<file path="config.mk">
export PLATFORM = sky130hd
export DESIGN_NAME = alu_op_sequencer
export DESIGN_NICKNAME = d
export VERILOG_FILES = /design/src/rtl/alu_op_sequencer.sv
export SDC_FILE = /design/constraint.sdc
export NUM_CORES = 1
export LEC_CHECK = 0
export CORE_MARGIN = 4
export CORE_UTILIZATION = 35
export DETAILED_ROUTE_END_ITERATION = 10
export PLACE_DENSITY_LB_ADDON = 0.15
export SYNTH_ARGS = -nofsm -noshare
export SYNTH_HDL_FRONTEND = slang
export SYNTH_SLANG_ARGS = --single-unit
</file>
<file path="constraint.sdc">
create_clock -name clk -period 4 [get_ports clk]
set_input_delay 1 -clock clk [delete_from_list [all_inputs] [get_ports clk]]
set_output_delay 1 -clock clk [all_outputs]
set_load 0.03 [all_outputs]
</file>
<file path="src/rtl/alu_op_sequencer.sv">
// alu_op_sequencer
//   Issue side of an external combinational ALU. It accepts one 16-bit
//   instruction at a time over a valid/ready handshake and owns an 8-entry
//   register file. Operands and op are presented to the ALU from registers.
//   The ALU result and zero flag are captured, then the result is written back.
//
//   Instruction word: [15:14] class, [12:11] aluop, [10:8] rd, [7:5] rn,
//   [4:3] shift, [2:0] rm, [7:0] imm8.
//   Class 00 MOV, 01 ALU, 10 CMP (flags only), 11 reserved (flags illegal).
//
//   Optional macro ALU_SEQ_SHIFT_EN: when defined, operand B is shifted by
//   instr[4:3] (none/LSL1/LSR1/ASR1) as it is loaded.
//
// Ports
//   clk, rst_n            clock, asynchronous active-low reset
//   instr_valid/ready     instruction handshake; ready only while idle
//   instr                 instruction word
//   alu_ain/bin/op        registered ALU operands and opcode
//   alu_out, alu_z        combinational ALU result and zero flag
//   done, illegal         one-cycle retire pulse; illegal marks reserved class
//   z_flag                sticky Z from the last ALU/CMP instruction
//   dbg_addr, dbg_data    combinational register file read port
module alu_op_sequencer #(
  parameter int DATA_W     = 16,
  parameter bit RESET_REGS = 1'b1
) (
  input  logic              clk,
  input  logic              rst_n,
  input  logic              instr_valid,
  output logic              instr_ready,
  input  logic [15:0]       instr,
  output logic [DATA_W-1:0] alu_ain,
  output logic [DATA_W-1:0] alu_bin,
  output logic [1:0]        alu_op,
  input  logic [DATA_W-1:0] alu_out,
  input  logic              alu_z,
  output logic              done,
  output logic              illegal,
  output logic              z_flag,
  input  logic [2:0]        dbg_addr,
  output logic [DATA_W-1:0] dbg_data
);

  typedef enum logic [2:0] {IDLE, RDA, RDB, EXEC, WB} state_t;

  state_t              state_q, state_d;
  logic [1:0]          cls_q, cls_d;
  logic [2:0]          rd_q, rd_d;
  logic [7:0]          imm_q, imm_d;   // also carries rn/shift/rm
  logic [DATA_W-1:0]   ain_q, ain_d;
  logic [DATA_W-1:0]   bin_q, bin_d;
  logic [1:0]          op_q, op_d;
  logic [DATA_W-1:0]   res_q, res_d;
  logic                z_flag_q, z_flag_d;
  logic [DATA_W-1:0]   regs_q [8];
  logic [DATA_W-1:0]   regs_d [8];
  logic [DATA_W-1:0]   rm_val;

  // Bit 13 has no meaning in any instruction class.
  logic unused_instr_bit;
  assign unused_instr_bit = instr[13];

  assign rm_val = regs_q[imm_q[2:0]];

  always_comb begin
    state_d  = state_q;
    cls_d    = cls_q;
    rd_d     = rd_q;
    imm_d    = imm_q;
    ain_d    = ain_q;
    bin_d    = bin_q;
    op_d     = op_q;
    res_d    = res_q;
    z_flag_d = z_flag_q;
    regs_d   = regs_q;
    case (state_q)
      IDLE: begin
        if (instr_valid) begin
          cls_d = instr[15:14];
          rd_d  = instr[10:8];
          imm_d = instr[7:0];
          if (instr[15:14] == 2'b01 || instr[15:14] == 2'b10) begin
            op_d    = instr[12:11];
            state_d = RDA;
          end else begin
            state_d = WB;
          end
        end
      end
      RDA: begin
        ain_d   = regs_q[imm_q[7:5]];
        state_d = RDB;
      end
      RDB: begin
`ifdef ALU_SEQ_SHIFT_EN
        case (imm_q[4:3])
          2'b01:   bin_d = {rm_val[DATA_W-2:0], 1'b0};
          2'b10:   bin_d = {1'b0, rm_val[DATA_W-1:1]};
          2'b11:   bin_d = {rm_val[DATA_W-1], rm_val[DATA_W-1:1]};
          default: bin_d = rm_val;
        endcase
`else
        bin_d = rm_val;
`endif
        state_d = EXEC;
      end
      EXEC: begin
        res_d    = alu_out;
        z_flag_d = alu_z;
        state_d  = WB;
      end
      WB: begin
        // CMP and reserved retire without touching the register file.
        if (cls_q == 2'b00)
          regs_d[rd_q] = {{(DATA_W-8){imm_q[7]}}, imm_q};
        else if (cls_q == 2'b01)
          regs_d[rd_q] = res_q;
        state_d = IDLE;
      end
      default: state_d = IDLE;
    endcase
  end

  always_ff @(posedge clk or negedge rst_n) begin
    if (!rst_n) begin
      state_q  <= IDLE;
      cls_q    <= '0;
      rd_q     <= '0;
      imm_q    <= '0;
      ain_q    <= '0;
      bin_q    <= '0;
      op_q     <= '0;
      res_q    <= '0;
      z_flag_q <= 1'b0;
    end else begin
      state_q  <= state_d;
      cls_q    <= cls_d;
      rd_q     <= rd_d;
      imm_q    <= imm_d;
      ain_q    <= ain_d;
      bin_q    <= bin_d;
      op_q     <= op_d;
      res_q    <= res_d;
      z_flag_q <= z_flag_d;
    end
  end

  // Reset forces IDLE, so an in-flight write-back is dropped in both variants.
  generate
    if (RESET_REGS) begin : g_regs_rst
      always_ff @(posedge clk or negedge rst_n) begin
        if (!rst_n) begin
          for (int i = 0; i < 8; i++) regs_q[i] <= '0;
        end else begin
          regs_q <= regs_d;
        end
      end
    end else begin : g_regs_norst
      always_ff @(posedge clk) begin
        regs_q <= regs_d;
      end
    end
  endgenerate

  assign instr_ready = (state_q == IDLE);
  assign done        = (state_q == WB);
  assign illegal     = (state_q == WB) && (cls_q == 2'b11);
  assign alu_ain     = ain_q;
  assign alu_bin     = bin_q;
  assign alu_op      = op_q;
  assign z_flag      = z_flag_q;
  assign dbg_data    = regs_q[dbg_addr];

endmodule

</file>
# Word-level counts from Yosys, hierarchy flattened
# Cells that the tools add are included.
dict set report word_totals {
  elab_cells 62
  reg_bits 195
  out_inout_bits 54
}
dict set report op_classes {
  n_eq_ne 9
  reduce_logical 9
  order_cmp 5
  mux 18
  bitwise 4
}
# operator n
set ops {}
lappend ops {{128-bit bitwise mux} 2}
lappend ops {{128-bit 2-to-1 mux} 2}
lappend ops {{16-bit binary-select mux with 3-bit select} 3}
lappend ops {{16-bit 2-to-1 mux} 7}
lappend ops {{16-bit demux with 3-bit select} 1}
lappend ops {{4-bit greater-or-equal comparator, second input constant} 4}
lappend ops {{3-bit NOT with 4-bit output} 4}
lappend ops {{3-bit case mux with 4 select lines} 1}
lappend ops {{3-bit by 2-bit equality test with 1-bit output, second input constant} 2}
lappend ops {{3-bit 2-to-1 mux} 2}
lappend ops {{2-bit by 1-bit equality test with 1-bit output, second input constant} 2}
lappend ops {{2-bit equality test, second input constant} 2}
lappend ops {{4-bit by 1-bit < comparator with 1-bit output, second input constant} 1}
lappend ops {{2-bit AND reduction} 2}
lappend ops {{3-bit by 1-bit equality test with 1-bit output, second input constant} 1}
lappend ops {{3-bit equality test, second input constant} 1}
lappend ops {{3-bit zero test} 1}
lappend ops {{3-bit AND reduction} 1}
lappend ops {{1-bit logical AND} 2}
lappend ops {{2-bit zero test} 1}
lappend ops {{2-bit inequality test, second input constant} 1}
lappend ops {{2-bit nonzero test} 1}
lappend ops {{1-bit logical OR} 1}

# Longest topological paths before layout
# Gate-level depths: netlist of run 1.
dict set report depth {
  word_depth 8
  ltp_mapped 6
  mapped_depth_nobuf 3
}

# Worst setup path after synthesis of run 1
# No wires, ideal clock.
dict set report synth_timing {
  kind {input port to output port}
  start {in dbg_addr[0]}
  end {out dbg_data[0]}
  slack_ps 612
  arrival_time_ps 2388
  path_stages 4
  cell_sequence {clkbuf_1 buf_2 mux4_2 mux2_2}
}
dict set report synth_between {
  elab_chain_len 4
}
# element line
set synth_lines {}
lappend synth_lines {{start: declaration} 40} ;# input logic [2:0] dbg_addr,
lappend synth_lines {{3-bit NOT with 4-bit output (implied by the code)} 172} ;# assign dbg_data = regs_q[dbg_addr];
lappend synth_lines {{16-bit binary-select mux with 3-bit select} 172}
lappend synth_lines {{16-bit 2-to-1 mux (implied by the code) (2 in a row)} 172}
lappend synth_lines {{end: declaration} 41} ;# output logic [DATA_W-1:0] dbg_data
# No other way between the ends. The select of a mux whose other input is x is not followed.

# Final worst setup path of run 1
dict set report layout_timing {
  start {in dbg_addr[1]}
  end {out dbg_data[6]}
}
# The elaborated chain is that of the path after synthesis.

==> impl_results.md, run 1 <==
* Count leader, synth: mux2_2
* Wirelength per Cell at 24.2 um
* Crit path time final at 3.65 ns
* Synth top area share at 46.5%
* Layout area overhead at 18.7%
* Detailed Place HPWL at 18,300 um
* Fillers at 2,741
* Worst EP required at approximately 3 ns
* Nets at 886
* First-pass GRT wire length at about 47,000 um
* Port bufs at 91
* Worst Skew at 0.0190 ns
* Grt ovf at 0
* Final worst slack at around 0.35 ns
* Leakage Power at 5.62 nW
* Dpl ws at 0.373 ns
* Yosys cell types at 36
* Initial antenna violation count at 0
* Min-Delay Path Class: register to register
* Count of final max-slew check failures at 0
* Rel. slew slack at about 14%
* # hold bufs at CTS at 0
* Crit start category: primary input
* GP Congestion at 0.744
* Die Wd at about 180 um
* Synth top cells by count: mux2_2 (247), dfrtp_1 (195), mux2i_1 (64), clkbuf_1 (42), nand2_1 (37)
* Number of max-cap violations at 0
* Die area at 32,800 um2
* Setup Crit Path Kind: primary input to primary output
* Clk root buf: clkbuf_16
* Final core utilization at 42.1%
* # DRC at 0
* Status: finished, final reports clean
* Post-synth EDFFs at 0
* Setup TNS at 0 ns
* Core area at 29,600 um2
* Async SR Flop Fraction at 100%
* CTS sink cnt at 195
* Die Y at 181 um
* Worst-path fanout max at 32
* Worst vdd ir at 0.332 mV
* Ant diodes at 0
* Initial DRC count at 535
* CTS tree: built
* Overall power at 10.5 mW
* Final Hold Viols at 0
* Total CTS buffers at 17
* Post-Route WL at 30,200 um
* Post-CTS Resized at 0
* Largest net degree at the start of global routing at 77
* Critical path arrival at roughly 2.7 ns
* Footprint of the multi-input gates at 5370 um2
* Post-Syn Area at 10,500 um2
* Synth area leaders: dfrtp_1 (46%), mux2_2 (26%), mux4_2 (6.9%), mux2i_1 (6.1%), a22o_1 (2.7%)
* Tcrit/Tclk final at 91.2%
* Post-synthesis sequential area ratio at between 40% and 50%
* Skew-Pair Late Insertion Delay at 0.43 ns
* Flops & latches, synth at between 150 and 200
* Share of cells above drive strength 1 at 42.6%
* Final Cell Area at around 12,000 um2
* Setup bufs post-CTS at 0
* Worst Setup End Kind: primary output
* Vias in the first global route at 7,621
* Max Freq at 274 MHz
* Synth Flop Type: dfrtp_1
* Rows at 63
* Syn. warnings at 0
* Via count at 7,014
* I/O Pins at 93
* RSZ-0062 raised after global routing: false
* Cell accounting for the most synthesized area: dfrtp_1
* Syn_area_per_cell at 13.5 um2
* TritonRoute pass-1 iters at 5
* Htree depth at 4
* Syn nets at 814
* Max clock buf depth at 2
* Reg clk slew, reported paths at 0.07 ns
* Initial Util at 35.4%
* Endpoints failing setup at 0
* Pwr per Cell Area at ~840 nW/um2
* Detail-routed via count per cell at around 5.6
* Seq. cell area at approximately 5000 um2
* Antenna Nets Post-Route at 0
* Worst Tran Pin Value at 1.30 ns
* Post-synthesis cell count at 775
* Cell area after placement at 11,900 um2
* All-layer global routing usage at a little under a fifth
-- flip-flops by register name, summed over array words and instances (netlist names) --
register  count
state_q       3
cls_q         2
z_flag        1
alu_bin      16
rd_q          3
regs_q      128
res_q        16
alu_op        2
alu_ain      16
imm_q         8
-- power by group --
group	switching, mW	internal, mW
Combinational	2.59	2.42
Sequential	0.900	2.77
Clock	0.771	1.02
Total	4.26	6.22
-- layout make-up --
| cell class | instances | area share (%) |
|---|---|---|
| clock buffers | 21 | 3.69 |
| clock inverters | 10 | 1.18 |
| multi-input cells | 518 | 43.1 |
| flip-flops and latches | 195 | 39.2 |
| well taps | 390 | 3.91 |
| repair buffers | 115 | 8.92 |
-- worst paths after layout --
path                            cells after the start  slack, ns                      end                    start
worst min register to register                      2       0.48  alu_ain[13]$_DFFE_PN0N_  alu_ain[13]$_DFFE_PN0N_
worst max register to register                      4       1.53   regs_q[93]$_DFFE_PN0P_   state_q[0]$_DFFE_PN0P_
worst min-delay path                                2       0.48  alu_ain[13]$_DFFE_PN0N_  alu_ain[13]$_DFFE_PN0N_
worst max-delay path                                5       0.35              dbg_data[6]              dbg_addr[1]
min in group asynchronous                           1       0.58  alu_ain[12]$_DFFE_PN0N_                    rst_n
max in group asynchronous                           2       2.53   regs_q[55]$_DFFE_PN0P_                    rst_n
-- routing by layer --
layer	share of wire, %	vias to the layer above	global-route usage [%]
met3	3.6	55	2.82
met5	0	-	0
li1	-	3106	-
met1	46	3651	25.9
met2	47	202	29.8
met4	3.1	0	6.99
-- critical path, stage by stage --
cell	delay (ns)
clkdlybuf4s50_1	0.51
buf_12	0.26
mux4_2	0.36
mux2_2	0.31
buf_4	0.18
-- cells by family after synthesis --
group	after synthesis	synth area share, %
compound gates	107	7.60
xor+xnor	2	0.167
buf+inv	62	2.50
flops	195	46.5
mux	343	39.5
simple gates	66	3.80
-- cells in the final DEF, fill, tap and decap left out, types with 2 or more instances in the layout --
master / n
mux2_2: 247
dfrtp_1: 193
clkdlybuf4s50_1: 73
mux2i_1: 64
nand2_1: 37
buf_4: 35
mux4_2: 32
o22ai_1: 32
a22o_1: 32
o31ai_1: 32
clkbuf_16: 17
a21o_1: 9
buf_12: 5
bufinv_16: 3
clkbuf_8: 3
clkinv_4: 3
inv_6: 3
nor3_1: 2
nor3b_1: 2
nand2b_1: 2
nor2_2: 2
nor2b_2: 2
or3b_2: 2
nor4b_2: 2
nor2_1: 2
nor4b_4: 2
nand4b_1: 2
a21oi_1: 2
clkbuf_1: 2
dfrtp_2: 2
-- per-stage QoR --
step	cells	hold WS, ns
floorplan	775	0.474
global placement	1218	0.471
detailed placement	1218	0.470
CTS	1249	0.486
global route	1249	0.506
finish	1249	0.482
Note: power is estimated with default switching activity, not from simulation.
==> inputs of run 2 (changes only) <==
--- a/config.mk
+++ b/config.mk
@@ -5,6 +5,7 @@
 export SDC_FILE = /design/constraint.sdc
 export NUM_CORES = 1
 export LEC_CHECK = 0
+export ABC_AREA = 1
 export CORE_MARGIN = 4
 export CORE_UTILIZATION = 35
 export DETAILED_ROUTE_END_ITERATION = 10
==> constraint.sdc (replaced) <==
create_clock -name clk -period 4.14 [get_ports clk]
set_input_delay 1.035 -clock clk [delete_from_list [all_inputs] [get_ports clk]]
set_output_delay 1.035 -clock clk [all_outputs]
set_load 0.03 [all_outputs]
==> run 2 against run 1 <==
Synthesized cell count is 110% higher. Sequential cell count unchanged. Cell count grew 64%. Critical path type unchanged. Critical endpoint unchanged. Largest power group unchanged. Highest routed layer unchanged.
==> impl_results.md, run 2 <==
* Status: finished, final reports clean
* Die Y at 185 um (+2.1%)
* Leakage Power at 6.27 nW (+12%)
* Number of max-cap violations at 0 (unchanged)
* Grt met2 use at 37.3% (+7.6 points)
* RSZ-0062 raised after global routing: false
* All-layer global routing usage at 23.3% (+4.7 points)
* Async SR Flop Fraction at 100% (unchanged)
* Critical path arrival at 2.67 ns (+0.02 ns)
* Syn nets at 1,645 (+100%)
* Syn. warnings at 0 (unchanged)
* Top reg by flops: regs_q
* Via count at 10,800 (+55%)
* CTS sink cnt at 195 (unchanged)
* Most frequent cells in the layout: nand2_1 (566), nand3_1 (233), o21ai_0 (196), dfrtp_1 (193), inv_1 (158)
* Post-synthesis sequential area ratio at 44.5% (-2.0 points)
* Largest register FFs at 128 (unchanged)
* GP Congestion at 0.855 (+15%)
* Wirelength per Cell at 19.4 um (-20%)
* Crit start category: primary input
* Initial antenna violation count at 0 (unchanged)
* First-pass GRT wire length at 61,100 um (+30%)
* Syn_area_per_cell at 6.83 um2 (-50%)
* Combinational Power Share at 52.9% (+5.1 points)
* Setup TNS at 0 ns (unchanged)
* Die area at 34,300 um2 (+4.3%)
* Switching pwr at 4.85 mW (+14%)
* Min-Delay Path Class: register to register
* Htree depth at 4 (unchanged)
* Post-synthesis cell count at 1,606 (+110%)
* Total CTS buffers at 17 (unchanged)
* Count leader, synth: nand2_1
* # hold bufs at CTS at 0 (unchanged)
* Core area at 30,700 um2 (+3.7%)
* Worst vdd ir at 0.433 mV (+30%)
* Cell-internal power at 5.09 mW (-18%)
* Post-Syn Area at 11,000 um2 (+4.5%)
* Synth area leaders: dfrtp_1 (44%), nand2_1 (19%), nand3_1 (11%), o21ai_0 (8.9%), inv_1 (5.5%)
* Clock power share at 17.3% (+0.2 points)
* Switch share at 48.8% (+8.2 points)
* Max Freq at 270 MHz
* Setup bufs post-CTS at 0 (unchanged)
* TritonRoute pass-1 iters at 5 (unchanged)
* Synth top area share at 44.5% (-2.0 points)
* R2R setup slack at 1.94 ns (+0.41 ns)
* Reg clk slew, reported paths at 0.08 ns (about the same)
* Grt ovf at 0 (unchanged)
* Synth top cells by count: nand2_1 (566), nand3_1 (233), o21ai_0 (196), dfrtp_1 (195), inv_1 (162)
* Worst Skew at 0.0201 ns (+0.00117 ns)
* Yosys cell types at 23 (-36%)
* Die Wd at 185 um (+2.1%)
* Fillers at 3,262 (+19%)
* Tcrit/Tclk final at 89.6%
* Endpoints failing setup at 0 (unchanged)
* Dpl cells at 2,012 (+65%)
* Post-CTS Resized at 0 (unchanged)
* Max clock buf depth at 2 (unchanged)
* Rows at 64 (+1.6%)
* Nets at 1,674 (+89%)
* Final Hold Viols at 0 (unchanged)
* Crit path time final at 3.71 ns
* Origin of the critical flop-to-flop path: imm_q[0]$_DFFE_PN0P_
* Setup Crit Path Kind: primary input to primary output
* # DRC at 0 (unchanged)
* Worst Min Path Start: imm_q[3]$_DFFE_PN0P_
* Synth Flop Type: dfrtp_1
* Post-synth EDFFs at 0 (unchanged)
* Detail-routed via count per cell at 5.30 (-5.6%)
* Ant diodes at 0 (unchanged)
* Initial DRC count at 1,153 (+120%)
* Cell accounting for the most synthesized area: dfrtp_1
* Post-Layout Cell Count at 2,044 (+64%)
* Worst EP required at 3.11 ns (+0.11 ns)
* Share of cells above drive strength 1 at 6.01% (-37 points)
* I/O Pins at 93 (unchanged)
* Port bufs at 91 (unchanged)
* Reg power frac at 29.7% (-5.4 points)
* Largest net degree at the start of global routing at 85 (+10%)
* CTS tree: built
* Worst-path fanout max at 32 (unchanged)
* Reg2Reg Capture Point: alu_bin[11]$_DFFE_PN0N_
* Rel. slew slack at 27.7% (+14 points)
* Most common cell after layout, fill and taps aside: nand2_1
* Detailed Place HPWL at 23,000 um (+25%)
* Worst Setup End Kind: primary output
* GR peak layer: met2
* Antenna Nets Post-Route at 0 (unchanged)
* Pwr per Cell Area at 773 nW/um2 (-8.0%)
* Vias in the first global route at 10,600 (+39%)
* Global-route met1 utilization at 32.4% (+6.6 points)
* Clk root buf: clkbuf_16
* Initial Util at 35.7% (+0.27 points)
* Layout area overhead at 17.1%
* Cells on worst reg2reg path at 7 (+3)
* Hold EP: imm_q[3]$_DFFE_PN0P_
* Flops & latches, synth at 195 (unchanged)
* Count of final max-slew check failures at 0 (unchanged)
* GR Util met3 at 3.44% (+0.62 points)
* Skew-Pair Late Insertion Delay at 0.45 ns (+0.02 ns)
* Post-Route WL at 39,600 um (+31%)
* Worst Tran Pin Value at 1.08 ns (-0.212 ns)
* Hold Path Depth at 2 (unchanged)
[run 2: cell count changes after synthesis, sizes merged, moves of 64 or more]
| cell | change |
|---|---|
| a21oi | +74 |
| mux2i | -64 |
| nand2 | +530 |
| o21ai | +226 |
| mux2 | -247 |
| inv | +167 |
| nand3 | +233 |
[run 2: power by group through the flow]
stage / Clock [mW] / Sequential (mW) / Combinational (mW)
floorplan: 0 / 3.20 / 3.17
global placement: 0 / 2.98 / 5.15
detailed placement: 0 / 2.99 / 5.20
CTS: 1.75 / 2.96 / 5.23
global route: 1.83 / 3.04 / 5.82
finish: 1.72 / 2.95 / 5.26
[run 2: logic make-up (layout without fill, tap and decap cells)]
| group | Yosys count | count (layout) | share of synthesized area [%] |
|---|---|---|---|
| AND/OR/NAND/NOR | 833 | 833 | 31.8 |
| AO/OA/AOI/OAI | 302 | 302 | 13.8 |
| buffers and inverters | 275 | 317 | 9.90 |
| flip-flops | 195 | 195 | 44.5 |
| XOR/XNOR | 1 | 1 | 0.0798 |
[run 2: layout make-up]
class                   instances  area [um2]  share of cell area, %
inverters                     169         634                   4.94
clock inverters                13         143                   1.11
well taps                     396         495                   3.86
flip-flops and latches        195        4880                   38.0
repair buffers                116        1190                   9.30
multi-input cells            1136        5060                   39.4
clock buffers                  19         443                   3.45
[run 2: worst max-delay path by stage]
| stage | from | to | slack (ns) | cells after the start |
|---|---|---|---|---|
| floorplan | dbg_addr[1] | dbg_data[10] | 1.09 | 8 |
| global placement | dbg_addr[1] | dbg_data[7] | 0.44 | 8 |
| detailed placement | dbg_addr[1] | dbg_data[7] | 0.46 | 8 |
| CTS | dbg_addr[1] | dbg_data[7] | 0.46 | 8 |
| global route | dbg_addr[1] | dbg_data[6] | 0.30 | 9 |
| finish | dbg_addr[1] | dbg_data[6] | 0.43 | 9 |
[run 2: per-layer routing]
layer | share of wire (%) | routed length [um]
met5 | 0 | 0
met4 | 3.3 | 1300
met3 | 7.0 | 2780
met2 | 45 | 17800
met1 | 45 | 17700
[run 2: worst max-delay path, stage by stage]
cell	delay (ns)
clkdlybuf4s50_1	0.42
inv_1	0.06
buf_4	0.46
a21oi_1	0.06
o21ai_0	0.12
nand2_1	0.08
nand2_1	0.07
nand2_1	0.13
buf_4	0.20
[run 2: through the flow]
step / worst slack [ns] / cell area [um2] / hold slack, ns / util, % / total power, mW
2_1_floorplan: 1.09 / 11000 / 0.442 / - / 6.37
3_3_place_gp: 0.436 / 12300 / 0.455 / 39.9 / 8.12
3_5_place_dp: 0.464 / 12300 / 0.459 / 39.9 / 8.20
4_1_cts: 0.462 / 12900 / 0.480 / 41.8 / 9.95
5_1_grt: 0.296 / 12900 / 0.505 / 41.8 / 10.7
6_report: 0.432 / 12900 / 0.472 / 41.8 / 9.93
